### src/rtl/fpu_norm_round.sv
// fpu_norm_round: renormalise, round and pack the significand adder result into an IEEE-754 single.
// Latency 2 cycles (stage N then stage R), one beat per cycle; FPU_NORM_RNE_EN selects round-to-nearest-even, else truncate.
// Backpressure: in_ready drops combinationally from out_ready when both stages hold a beat; no skid buffer.
module fpu_norm_round #(
    parameter int EXP_W = 10
) (
    input  logic        clk,
    input  logic        rst,
    input  logic        in_valid,
    output logic        in_ready,
    input  logic [26:0] in_mant,
    input  logic        in_carry,
    input  logic        in_add_path,
    input  logic        in_sign,
    input  logic [7:0]  in_exp,
    output logic        out_valid,
    input  logic        out_ready,
    output logic [31:0] out_result,
    output logic [2:0]  out_flags
);

    typedef struct packed {
        logic [26:0]      mant;
        logic [EXP_W-1:0] exp;
        logic             sign;
        logic             zero;
        logic             uf;
    } norm_t;

    localparam logic signed [EXP_W-1:0] EXP_ONE = EXP_W'(1);
    localparam logic signed [EXP_W-1:0] EXP_INF = EXP_W'(255);

    logic        n_valid_q, n_valid_d;
    logic        r_valid_q, r_valid_d;
    norm_t       n_q, n_d;
    logic [31:0] result_q, result_d;
    logic [2:0]  flags_q, flags_d;

    logic n_adv;
    logic r_adv;

    assign r_adv      = !r_valid_q || out_ready;
    assign n_adv      = !n_valid_q || r_adv;
    assign in_ready   = n_adv;
    assign out_valid  = r_valid_q;
    assign out_result = result_q;
    assign out_flags  = flags_q;

    // ---------------------------------------------------------------
    // Stage N: leading-zero count and renormalisation
    // ---------------------------------------------------------------
    logic [4:0] lz;

    // Scanning upward lets the highest set bit win; 27 is the all-zero value.
    always_comb begin
        lz = 5'd27;
        for (int i = 0; i < 27; i++) begin
            if (in_mant[i]) begin
                lz = 5'(26 - i);
            end
        end
    end

    logic signed [EXP_W-1:0] in_exp_s;
    logic signed [EXP_W-1:0] lz_s;
    logic signed [EXP_W-1:0] nx_exp;
    logic [26:0]             nx_mant;
    logic                    nx_sign;
    logic                    nx_zero;
    logic                    nx_uf;

    assign in_exp_s = EXP_W'(in_exp);
    assign lz_s     = EXP_W'(lz);

    always_comb begin
        nx_mant = in_mant << lz;
        nx_exp  = in_exp_s - lz_s;
        nx_sign = in_sign;
        nx_zero = 1'b0;
        if (in_add_path && in_carry) begin
            // Shift right one place, folding the dropped bit into sticky.
            nx_mant = {1'b1, in_mant[26:2], in_mant[1] | in_mant[0]};
            nx_exp  = in_exp_s + EXP_ONE;
        end else if (in_mant == '0) begin
            nx_mant = '0;
            nx_exp  = '0;
            nx_sign = in_add_path & in_sign;
            nx_zero = 1'b1;
        end
        nx_uf = !nx_zero && (nx_exp < EXP_ONE);
    end

    always_comb begin
        n_valid_d = n_valid_q;
        n_d       = n_q;
        if (n_adv) begin
            n_valid_d = in_valid;
            if (in_valid) begin
                n_d.mant = nx_mant;
                n_d.exp  = nx_exp;
                n_d.sign = nx_sign;
                n_d.zero = nx_zero;
                n_d.uf   = nx_uf;
            end
        end
    end

    // ---------------------------------------------------------------
    // Stage R: round, exponent adjust, pack
    // ---------------------------------------------------------------
    logic                    rnd_inc;
    logic                    rnd_carry;
    logic                    inexact;
    logic [22:0]             frac;
    logic signed [EXP_W-1:0] r_exp;
    logic [31:0]             pack_res;
    logic [2:0]              pack_flags;

    always_comb begin
`ifdef FPU_NORM_RNE_EN
        rnd_inc = n_q.mant[2] & (n_q.mant[1] | n_q.mant[0] | n_q.mant[3]);
`else
        rnd_inc = 1'b0;
`endif
        // Hidden bit is always set on a normalised beat, so a carry out of
        // 24 bits means every significand bit was one; frac then wraps to 0.
        rnd_carry = rnd_inc & n_q.mant[26] & (&n_q.mant[25:3]);
        frac      = n_q.mant[25:3] + {22'd0, rnd_inc};
        r_exp     = $signed(n_q.exp);
        if (rnd_carry) begin
            r_exp = r_exp + EXP_ONE;
        end
        inexact = |n_q.mant[2:0];

        if (n_q.zero || n_q.uf) begin
            pack_res   = {n_q.sign, 31'd0};
            pack_flags = {1'b0, n_q.uf, n_q.uf};
        end else if (r_exp >= EXP_INF) begin
            pack_res   = {n_q.sign, 8'hFF, 23'd0};
            pack_flags = 3'b101;
        end else begin
            pack_res   = {n_q.sign, r_exp[7:0], frac};
            pack_flags = {2'b00, inexact};
        end
    end

    always_comb begin
        r_valid_d = r_valid_q;
        result_d  = result_q;
        flags_d   = flags_q;
        if (r_adv) begin
            r_valid_d = n_valid_q;
            if (n_valid_q) begin
                result_d = pack_res;
                flags_d  = pack_flags;
            end
        end
    end

    always_ff @(posedge clk or posedge rst) begin
        if (rst) begin
            n_valid_q <= 1'b0;
            r_valid_q <= 1'b0;
            n_q       <= '0;
            result_q  <= 32'h0000_0000;
            flags_q   <= 3'b000;
        end else begin
            n_valid_q <= n_valid_d;
            r_valid_q <= r_valid_d;
            n_q       <= n_d;
            result_q  <= result_d;
            flags_q   <= flags_d;
        end
    end

endmodule

### config.mk
export PLATFORM = sky130hd
export DESIGN_NAME = fpu_norm_round
export DESIGN_NICKNAME = d
export VERILOG_FILES = /design/src/rtl/fpu_norm_round.sv
export SDC_FILE = /design/constraint.sdc
export NUM_CORES = 1
export LEC_CHECK = 0
export CELL_PAD_IN_SITES_DETAIL_PLACEMENT = 0
export CELL_PAD_IN_SITES_GLOBAL_PLACEMENT = 1
export CORE_MARGIN = 4
export CORE_UTILIZATION = 41
export CTS_BUF_LIST = sky130_fd_sc_hd__clkbuf_8 sky130_fd_sc_hd__clkbuf_16
export DETAILED_ROUTE_END_ITERATION = 6
export GPL_ROUTABILITY_DRIVEN = 1
export HOLD_SLACK_MARGIN = 0.06
export PLACE_DENSITY_LB_ADDON = 0.12
export SETUP_SLACK_MARGIN = 0.5
export SYNTH_ARGS = -nofsm -noshare
export SYNTH_HDL_FRONTEND = slang
export SYNTH_SLANG_ARGS = --single-unit
### constraint.sdc
create_clock -name clk -period 3.35 [get_ports clk]
set_clock_uncertainty 0.15 [all_clocks]
set_input_delay 0.67 -clock clk [delete_from_list [all_inputs] [get_ports clk]]
set_output_delay 0.67 -clock clk [all_outputs]
set_load 0.01 [all_outputs]
==> results.py, run 1 <==
metrics = {
    "run_status": {
        "run_status": "complete, but fails checks",
        "violated_checks": "setup timing",
    },
    "logic_synthesis": {
        "synth-seq-cells": 76,
        "netlist.top_cell.by_area": "dfrtp_1",
        "syn-mean-instance-area_um2": 8.464,
        "post_synth_inst_count": 628,
        "synth_area_mm2": 0.005315,
        "postSynth.asyncResetShare_pct": 100.0,
        "yosysWarningCount": 0,
        "seq_area_frac_synth_pct": 35.78,
        "synth_area_leaders": "dfrtp_1 36%, mux2i_1 8.7%, nor2_1 4.9%",
        "synth_flop_cell": "dfrtp_1",
        "postSynthNetCount": 678,
        "synth_top_area_share_pct": 35.78,
        "number_of_flops_mapped_to_enable_cells_by_yosys": 0,
        "yosysUniqueCellTypes": 70,
    },
    "power": {
        "power.leakage_nw": 3.875,
        "pwr_density_cell_mw_per_mm2": 392.9,
        "vdd_drop_max_uv": 193.1,
        "total_power_mw": 3.493,
    },
    "layout": {
        "multi_input_comb_area_mm2": 0.004034,
        "area_growth_from_synthesis_to_layout_pct": 67.28,
        "finish.cell_count_without_fillers": 1038,
        "n_antenna_cell": 0,
        "final_net_count": 911,
        "final_cell_mix": "153 x buf_4, 76 x dfrtp_1, 61 x nor2_1",
        "nFillCells": 1011,
        "seqCellArea_mm2": 0.001902,
        "post_route_cells_drive_above_1_share_pct": 42.38,
        "final_common_cell": "buf_4",
    },
    "floorplan": {
        "core_area_mm2": 0.01267,
        "initial_core_util_pct": 41.95,
        "dieHeight_um": 121.9,
        "die_w_um": 121.9,
        "row_count": 41,
        "boundaryPins": 79,
        "die_area_mm2": 0.01485,
    },
    "grt": {
        "grt_start_max_net_pins": 55,
        "first_global_vias": 5735,
        "globalRouteOverflowTotal": 0,
        "global_route_wire_length_before_repair_um": 31600,
        "grtUsageTotal_pct": 27.01,
        "grt_antenna_before_repair": 0,
    },
    "detailed_routing": {
        "avgViaCountPerCell": 5.755,
        "drt_first_iter_violations": 599,
        "post-route-drc-count": 0,
        "route.antenna.remaining_nets": 0,
        "drt-wirelength-per-cell_um": 19.81,
        "drt-pass1-iter-count": 5,
        "route.vias.total": 5974,
        "postRouteWirelength_um": 20570,
    },
    "sta": {
        "worst_pin_slew_ns": 1.045,
        "fin_ws_ns": -0.09599,
        "setup_viol": 1,
        "maxSlewViolCount": 0,
        "rsz0062_at_grt": "true",
        "max-slew-margin-rel_pct": 30.10,
        "post-route-min-period_ns": 3.446,
        "setup_tns_ns": -0.09599,
        "timing.final.hold_violations": 0,
        "maxClockFrequency_ghz": 0.2902,
        "layout_worst_path_cycle_share_pct": 102.9,
    },
    "worst_setup_path": {
        "worstPathRequired_ns": 3.45,
        "max_stage_delay_ns": 0.32,
        "cp-end-kind": "flip-flop",
        "ordered_cell_list_for_the_critical_path": "buf_6, nand2b_4, a221o_1, a211oi_2, buf_4, a2bb2oi_2, inv_2, ha_4, inv_2, fa_2, a21o_1, a21oi_2, buf_4, o21ai_4, nor2_4, nand2_2, nand2_2, nor4_2, nand4_1, a31oi_1",
        "path_class": "input pin to flip-flop",
        "worst_setup_path_start_kind": "input pin",
        "critical_path_arrival_ns": 3.55,
        "critPathMaxFanout": 2,
        "critical-path-slowest-cell": "a221o_1",
    },
    "cts": {
        "clock_tree_buf_depth": 2,
        "clkTransAtPathRegs_ns": 0.06,
        "cts.htree.levels": 3,
        "clock_insertion_delay_worst_skew_ns": 0.33,
        "cts-root-buf": "clkbuf_16",
        "cts_tree": "built",
        "cts_made_buffers": 9,
        "cts.hold.buffers_added": 0,
        "clock_sink_total": 76,
    },
    "placed_design": {
        "dp.final_hpwl_um": 14840,
        "port-buffer-count": 78,
        "placed_cells": 974,
        "gp_congestion": 0.9223,
    },
    "min_path": {
        "hold_class": "flip-flop to flip-flop",
    },
    "job": {
        "timing.max_cap.violations": 0,
    },
}
metal layers:
metal / GRT usage (%) / part of all wire, % / vias up / wire (um)
met3: 3.203 / 6.2 / 21 / 1283
li1: - / - / 2794 / -
met2: 43.34 / 46 / 253 / 9551
met1: 39.24 / 46 / 2906 / 9389
met5: 0 / 0 / - / 0
met4: 6.092 / 1.7 / 0 / 340
registers in the layout, indices dropped and copies added (netlist names):
register	flops
out_result	32
n_q	29
r_exp	10
out_flags	3
n_valid_q	1
out_valid	1
cell usage after synthesis (4+ instances only):
cell type and n:
a21oi_1 39, ha_1 7, o21ai_0 33, a31oi_1 9
xnor2_1 4, nand2_1 65, nor2_1 69, and3_1 6
a221oi_1 8, o21bai_1 4, inv_1 12, buf_2 10
o31ai_1 11, nand4_1 4, clkbuf_1 33, dfrtp_1 76
o22ai_1 11, nor2b_1 8, o21ai_1 6, o211ai_1 5
mux2i_1 46, a2111oi_0 4, or3_1 5, nand3_1 15
nor3_1 19, nor4_1 8, mux2_2 14, a22o_1 23
and2_1 5, nand2b_1 8
worst max-delay path: cells and delay by family:
kind                       cells  cell delay (ns)
adders and majority gates      2             0.36
buffers and inverters          5             0.51
AOI/OAI and AO/OA              7             1.29
and+or+nand+nor                6             0.70
timing repair:
item / in CTS / in global routing
endpoints found under the setup margin: 38 / 35
pin swaps: 45 / 51
buffers inserted: 30 / 16
cloned: 0 / 2
resized for setup: 224 / 82
final cells by class:
cell class / count / share of cell area (%)
clock buffer: 10 / 2.688
multi-input combinational: 489 / 45.37
timing repair buffer: 270 / 26.78
clock inverter: 6 / 0.6333
tap: 172 / 2.420
sequential: 76 / 21.39
inverter: 15 / 0.7177
power by group:
group	total (mW)	switching (mW)	internal [mW]
sequential	1.20	0.110	1.09
clock	0.946	0.356	0.590
combinational	1.35	0.647	0.702
total	3.49	1.11	2.38
kinds of logic (layout without fill, tap and decap cells):
group | count (synthesis) | after routing | synth area share, %
AO/OA/AOI/OAI | 192 | 192 | 25.00
XOR/XNOR | 6 | 6 | 0.9887
adder cells (fa/ha/maj) | 8 | 8 | 2.024
buffers and inverters | 63 | 301 | 5.155
flip-flops | 76 | 76 | 35.78
multiplexers | 60 | 60 | 11.63
AND/OR/NAND/NOR | 223 | 223 | 19.42
through the flow:
stage | area, um2 | utilization [%] | worst slack [ns] | hold slack, ns
after floorplan | 5455 | - | -0.4673 | 0.2960
after global routing | 8891 | 70.17 | -0.2615 | 0.3518
final | 8891 | 70.17 | -0.09599 | 0.3252
after CTS | 8352 | 65.91 | -0.02221 | 0.3311
after global placement | 7283 | 57.48 | -0.8177 | 0.3091
after detailed placement | 7283 | 57.48 | -0.8453 | 0.3186
worst paths after layout:
check	from	to	slack (ns)	depth (start not counted)
setup reg to reg	out_valid$_DFFE_PP0P_	n_q[37]$_DFFE_PP0P_	1.34	8
setup / recovery	in_mant[1]	n_q[0]$_DFFE_PP0P_	-0.1	20
min in group asynchronous	rst	out_result[12]$_DFFE_PP0P_	0.53	2
hold / removal	out_result[29]$_DFFE_PP0P_	out_result[29]$_DFFE_PP0P_	0.33	2
hold reg to reg	out_result[29]$_DFFE_PP0P_	out_result[29]$_DFFE_PP0P_	0.33	2
max in group asynchronous	rst	n_q[14]$_DFFE_PP0P_	1.88	3
(Power assumes the default switching activity.)
==> inputs of run 2 (changes only) <==
==> config.mk (replaced) <==
export PLATFORM = sky130hd
export DESIGN_NAME = fpu_norm_round
export DESIGN_NICKNAME = d
export VERILOG_FILES = /design/src/rtl/fpu_norm_round.sv
export SDC_FILE = /design/constraint.sdc
export NUM_CORES = 1
export LEC_CHECK = 0
export CORE_MARGIN = 4
export CORE_UTILIZATION = 55
export CTS_BUF_LIST = sky130_fd_sc_hd__clkbuf_8 sky130_fd_sc_hd__clkbuf_16
export DETAILED_ROUTE_END_ITERATION = 6
export GPL_ROUTABILITY_DRIVEN = 1
export HOLD_SLACK_MARGIN = 0.06
export PLACE_DENSITY_LB_ADDON = 0.12
export SETUP_SLACK_MARGIN = 0.5
export SLEW_MARGIN = 40
export SYNTH_ARGS = -nofsm -noshare
export SYNTH_HDL_FRONTEND = slang
export SYNTH_SLANG_ARGS = --single-unit
==> run 2 against run 1 <==
Against the previous run: the run ends with DRC, setup timing left; routed wire length up 38%; sequential share of layout area up 0.29 points; critical path depth down 4; clock-buffer cell count unchanged; non-clock buffer count down 10; combinational power up 11%; die area down 24%; sequential cell count unchanged; critical endpoint unchanged; largest cell class unchanged; largest power group unchanged.
==> results.py, run 2 (synthesis gave the netlist of run 1 again) <==
metrics = {
    "power": {
        "total_power_mw": 3.447,
        "power.leakage_nw": 3.785,
        "vdd_drop_max_uv": 256.3,
        "pwr_density_cell_mw_per_mm2": 393.0,
    },
    "layout": {
        "flip_flop_count_of_the_largest_register_all_copies_and_words_added": 32,
        "area_growth_from_synthesis_to_layout_pct": 65.04,
        "seqCellArea_mm2": 0.001902,
        "final_util_pct": 94.04,
        "final_cell_mix": "148 x buf_4, 76 x dfrtp_1, 58 x nand2_1, 58 x nor2_1, 51 x clkdlybuf4s50_1",
        "post_route_cells_drive_above_1_share_pct": 44.16,
        "final_net_count": 901,
        "final_common_cell": "buf_4",
        "stdcell_area_mm2": 0.008772,
        "nFillCells": 262,
        "finish.cell_count_without_fillers": 986,
        "multi_input_comb_area_mm2": 0.004158,
    },
    "grt": {
        "use_met3_pct": 6.679,
        "grt_busiest_layer": "met2",
        "global_route_wire_length_before_repair_um": 36390,
        "globalRouteOverflowTotal": 0,
        "groute.layer.met2.usage_pct": 66.15,
        "first_global_vias": 6684,
        "met1_usage_pct": 52.42,
        "grt_start_max_net_pins": 48,
        "grtUsageTotal_pct": 40.94,
        "grt_antenna_before_repair": 1,
    },
    "sta": {
        "maxClockFrequency_ghz": 0.2610,
        "maxSlewViolCount": 0,
        "setup_viol": 16,
        "worst_pin_slew_ns": 0.7630,
        "rsz0062_at_grt": "true",
        "fin_ws_ns": -0.4820,
        "max-slew-margin-rel_pct": 49.08,
        "timing.final.hold_violations": 0,
        "setup_tns_ns": -2.744,
        "post-route-min-period_ns": 3.832,
        "layout_worst_path_cycle_share_pct": 114.4,
    },
    "cts": {
        "clkTransAtPathRegs_ns": 0.08,
        "clock_sink_total": 76,
        "cts-root-buf": "clkbuf_8",
        "cts_tree": "built",
        "clock_tree_buf_depth": 2,
        "cts.htree.levels": 3,
        "clock_insertion_delay_worst_skew_ns": 0.35,
        "cts_made_buffers": 9,
    },
    "worst_setup_path": {
        "critical_path_arrival_ns": 3.94,
        "path_class": "input pin to flip-flop",
        "critPathMaxFanout": 4,
        "worst_setup_path_start_kind": "input pin",
        "r2r-start": "out_valid$_DFFE_PP0P_",
        "max_stage_delay_ns": 0.38,
        "critical-path-slowest-cell": "nor4_4",
        "cp_common_cell": "buf_4",
        "ordered_cell_list_for_the_critical_path": "buf_6, buf_4, buf_4, nor4_4, nand2_1, a21oi_1, clkinv_1, ha_4, buf_4, a21oi_2, xnor2_1, o211ai_1, nand3_2, nor4_4, nand4_1, a31oi_1",
        "worstSetupStartpoint": "in_mant[24]",
        "cp-end-kind": "flip-flop",
        "worstPathRequired_ns": 3.46,
    },
    "floorplan": {
        "die_area_mm2": 0.01130,
        "row_count": 35,
        "dieHeight_um": 106.3,
        "boundaryPins": 79,
        "die_w_um": 106.3,
        "initial_core_util_pct": 56.98,
        "core_area_mm2": 0.009328,
    },
    "detailed_routing": {
        "drt-wirelength-per-cell_um": 28.81,
        "drt-pass1-iter-count": 7,
        "route.vias.total": 7440,
        "drt_first_iter_violations": 1585,
        "post-route-drc-count": 73,
        "route.antenna.remaining_nets": 0,
        "postRouteWirelength_um": 28410,
        "avgViaCountPerCell": 7.546,
    },
    "min_path": {
        "hold_class": "flip-flop to flip-flop",
        "startpoint_of_the_lowest_slack_hold_path": "out_result[30]$_DFFE_PP0P_",
    },
    "placed_design": {
        "port-buffer-count": 78,
        "dp.final_hpwl_um": 14580,
        "placed_cells": 913,
        "placed_area_mm2": 0.007094,
        "gp_congestion": 0.9806,
    },
    "run_status": {
        "run_status": "complete, but fails checks",
        "violated_checks": "DRC, setup timing",
    },
    "job": {
        "timing.max_cap.violations": 0,
    },
}
run 2: changes by cell type in the layout (fill, tap and decap cells not counted), sizes merged, moves of 2 or more:
cell / delta
clkdlybuf4s15: -3
buf: -8
clkinv: -3
clkbuf: +3
clkinvlp: +3
dlygate4sd2: -2
run 2: through the flow:
step | hold slack [ns] | setup slack, ns
2_1_floorplan | 0.2960 | -0.4673
3_3_place_gp | 0.3081 | -0.7139
3_5_place_dp | 0.3241 | -0.7886
4_1_cts | 0.3425 | 0.01443
5_1_grt | 0.3588 | -0.6937
6_report | 0.3384 | -0.4820
run 2: where the power goes:
group          internal, mW  switching [mW]
logic                 0.715           0.783
clock network         0.370           0.370
registers              1.09           0.124
total                  2.17            1.28
run 2: worst max-delay path, delay by kind of cell:
| family | cells | cell delay [ns] |
|---|---|---|
| AND/OR/NAND/NOR | 5 | 1.08 |
| AO/OA/AOI/OAI | 4 | 1.00 |
| buffers and inverters | 5 | 0.76 |
| adder cells (fa/ha/maj) | 1 | 0.23 |
| XOR/XNOR | 1 | 0.19 |
run 2: path summary, 6_finish.rpt:
kind                                                   end  slack, ns  depth (start not counted)
worst min register to register  out_result[30]$_DFFE_PP0P_       0.34                          2
worst max-delay path                    n_q[0]$_DFFE_PP0P_      -0.48                         16
worst min-delay path            out_result[30]$_DFFE_PP0P_       0.34                          2
max in group asynchronous             r_exp[5]$_DFFE_PP0P_       1.80                          3
worst max register to register         n_q[37]$_DFFE_PP0P_       1.18                          8
min in group asynchronous        out_result[9]$_DFFE_PP0P_       0.56                          2
run 2: cell type report:
class / instances / area share, %
Multi-Input combinational cell: 489 / 47.40
Timing Repair Buffer: 260 / 25.96
Sequential cell: 76 / 21.68
Tap cell: 129 / 1.840
Clock buffer: 10 / 1.569
Clock inverter: 6 / 0.7987
Inverter: 15 / 0.7274
Antenna cell: 1 / 0.02853
run 2: per-layer routing:
metal  part of all wire, %  wire [um]  up-vias
met5                     0          0        -
li1                      -          -     2782
met1                    33       9288     3403
met3                    15       4251      371
met4                    11       3038        0
met2                    42      11830      884
run 2: repair_timing:
item,4_1_cts,5_1_grt
resized for setup,240,105
pin swaps,63,57
endpoints found under the hold margin,0,0
buffers inserted,35,21
hold buffers,0,0
endpoints found under the setup margin,38,37
==> inputs of run 3 (changes only) <==
==> constraint.sdc (replaced) <==
create_clock -name clk -period 3.35 [get_ports clk]
set_clock_uncertainty 0.15 [all_clocks]
set_input_delay 0.5025 -clock clk [delete_from_list [all_inputs] [get_ports clk]]
set_output_delay 0.5025 -clock clk [all_outputs]
set_load 0.01 [all_outputs]
==> run 3 against run 2 <==
Against the previous run: combinational power shrank 7%; via count fell by 10%; critical path type unchanged; largest cell class unchanged; the run now ends clean; clock power fell by 2%.
==> results.py, run 3 (synthesis gave the netlist of run 1 again) <==
metrics = {
    "run_status": {
        "run_status": "finished clean",
    },
    "layout": {
        "post_route_cells_drive_above_1_share_pct": 40.62,
        "final_common_cell": "buf_4",
        "final_net_count": 882,
        "area_growth_from_synthesis_to_layout_pct": 60.50,
        "final_cell_mix": "135 x buf_4, 76 x dfrtp_1, 59 x nand2_1",
        "stdcell_area_mm2": 0.008531,
        "flip_flop_count_of_the_largest_register_all_copies_and_words_added": 32,
        "n_antenna_cell": 0,
    },
    "placed_design": {
        "gp_congestion": 1.022,
        "placed_area_mm2": 0.007072,
        "port-buffer-count": 78,
        "dp.final_hpwl_um": 14660,
    },
    "worst_setup_path": {
        "worst_setup_path_start_kind": "input pin",
        "critical-path-slowest-cell": "fa_2",
        "ordered_cell_list_for_the_critical_path": "buf_6, buf_6, inv_1, a21oi_2, o2111ai_2, a2bb2oi_4, inv_2, ha_4, inv_2, fa_2, a21o_1, a21oi_2, xnor2_1, o211ai_1, nand3_1, nor4_4, nand4_1, a31oi_1",
        "cp-end-kind": "flip-flop",
        "path_class": "input pin to flip-flop",
        "critPathMaxFanout": 5,
        "max_stage_delay_ns": 0.36,
        "critical_path_arrival_ns": 3.48,
        "ff2ff_setup_slack_ns": 0.99,
        "worstPathRequired_ns": 3.48,
    },
    "min_path": {
        "hold_class": "input pin to asynchronous set/reset pin",
    },
    "grt": {
        "globalRouteOverflowTotal": 0,
        "first_global_vias": 6356,
        "groute.layer.met2.usage_pct": 63.48,
        "grtUsageTotal_pct": 38.51,
        "grt_busiest_layer": "met2",
        "met1_usage_pct": 50.90,
        "global_route_wire_length_before_repair_um": 34250,
        "use_met3_pct": 4.736,
        "grt_start_max_net_pins": 62,
        "grt_antenna_before_repair": 0,
    },
    "cts": {
        "cts-root-buf": "clkbuf_8",
        "clock_insertion_delay_worst_skew_ns": 0.36,
        "clock_sink_total": 76,
        "cts_made_buffers": 9,
        "clkTransAtPathRegs_ns": 0.08,
        "cts.htree.levels": 3,
        "cts_tree": "built",
        "clock_tree_buf_depth": 2,
    },
    "floorplan": {
        "boundaryPins": 79,
        "die_w_um": 106.3,
        "die_area_mm2": 0.01130,
        "dieHeight_um": 106.3,
        "row_count": 35,
        "core_area_mm2": 0.009328,
        "initial_core_util_pct": 56.98,
    },
    "detailed_routing": {
        "post-route-drc-count": 0,
        "avgViaCountPerCell": 6.924,
        "drt-wirelength-per-cell_um": 25.07,
        "route.antenna.remaining_nets": 0,
        "route.vias.total": 6689,
        "drt-pass1-iter-count": 6,
        "postRouteWirelength_um": 24220,
        "drt_first_iter_violations": 924,
    },
    "sta": {
        "maxClockFrequency_ghz": 0.2992,
        "setup_tns_ns": 0,
        "worst_pin_slew_ns": 0.6426,
        "post-route-min-period_ns": 3.342,
        "setup_viol": 0,
        "timing.final.hold_violations": 0,
        "rsz0062_at_grt": "true",
        "max-slew-margin-rel_pct": 57.01,
        "maxSlewViolCount": 0,
        "layout_worst_path_cycle_share_pct": 99.77,
    },
    "power": {
        "vdd_drop_max_uv": 259.6,
        "power.leakage_nw": 3.675,
        "pwr_density_cell_mw_per_mm2": 390.4,
    },
    "job": {
        "timing.max_cap.violations": 0,
    },
}
-- run 3: cell types whose count changed in the layout (fill, tap and decap cells not counted), sizes merged --
| cell | change |
|---|---|
| buf | -24 |
| bufbuf | +1 |
| clkbuf | +2 |
| clkdlybuf4s15 | +2 |
| diode | -1 |
-- run 3: path summary, 6_finish.rpt --
check / to / startpoint / depth (start not counted)
max: n_q[0]$_DFFE_PP0P_ / in_mant[13] / 18
min reg2reg: out_result[27]$_DFFE_PP0P_ / out_result[27]$_DFFE_PP0P_ / 2
min in group clk: out_result[27]$_DFFE_PP0P_ / out_result[27]$_DFFE_PP0P_ / 2
max reg2reg: n_q[37]$_DFFE_PP0P_ / n_valid_q$_DFFE_PP0N_ / 8
max in group asynchronous: n_q[35]$_DFFE_PP0P_ / rst / 3
min: out_result[9]$_DFFE_PP0P_ / rst / 2
-- run 3: final cells by class --
| class | count | area, um2 |
|---|---|---|
| multi-input combinational | 489 | 4055 |
| timing repair buffer | 241 | 2141 |
| sequential | 76 | 1902 |
| fill | 369 | 797.0 |
| tap | 129 | 161.4 |
| clock buffer | 10 | 137.6 |
| clock inverter | 6 | 70.07 |
| inverter | 15 | 63.81 |
-- run 3: critical path: cells and delay by family --
kind	cells	cell delay (ns)
AOI/OAI and AO/OA	7	1.42
xor gates and xnor gates	1	0.12
adders and majority gates	2	0.50
buffers and inverters	5	0.44
and+or+nand+nor	3	0.50
-- run 3: per-layer routing --
layer	vias to the layer above	wire length, um
li1	2742	-
met1	3131	8618
met2	623	10850
met3	193	2788
met4	0	1957
met5	-	0
-- run 3: metrics by stage --
stage               power [mW]  util [%]  hold slack (ns)  setup WS, ns  instances
finish                   3.330     91.46           0.2823      0.007612        966
global route             3.450     91.46           0.3070      -0.07259        966
CTS                      3.145     85.73           0.2909        0.1819        953
detailed placement       2.287     75.81           0.3202       -0.6446        910
global placement         2.238     75.81           0.3090       -0.5925        910
floorplan                1.741         -           0.2960       -0.2998        628
-- run 3: power breakdown --
part           switching [mW]  internal, mW
Combinational           0.710         0.684
Clock                   0.358         0.369
Sequential              0.123          1.09
-- run 3: what timing repair did --
action                                  in CTS  in global routing
hold buffers                                 0                  0
buffers inserted                            25                 12
resized for setup                          191                106
pin swaps                                   53                 50
endpoints found under the setup margin      36                 32
cloned                                       2                  1
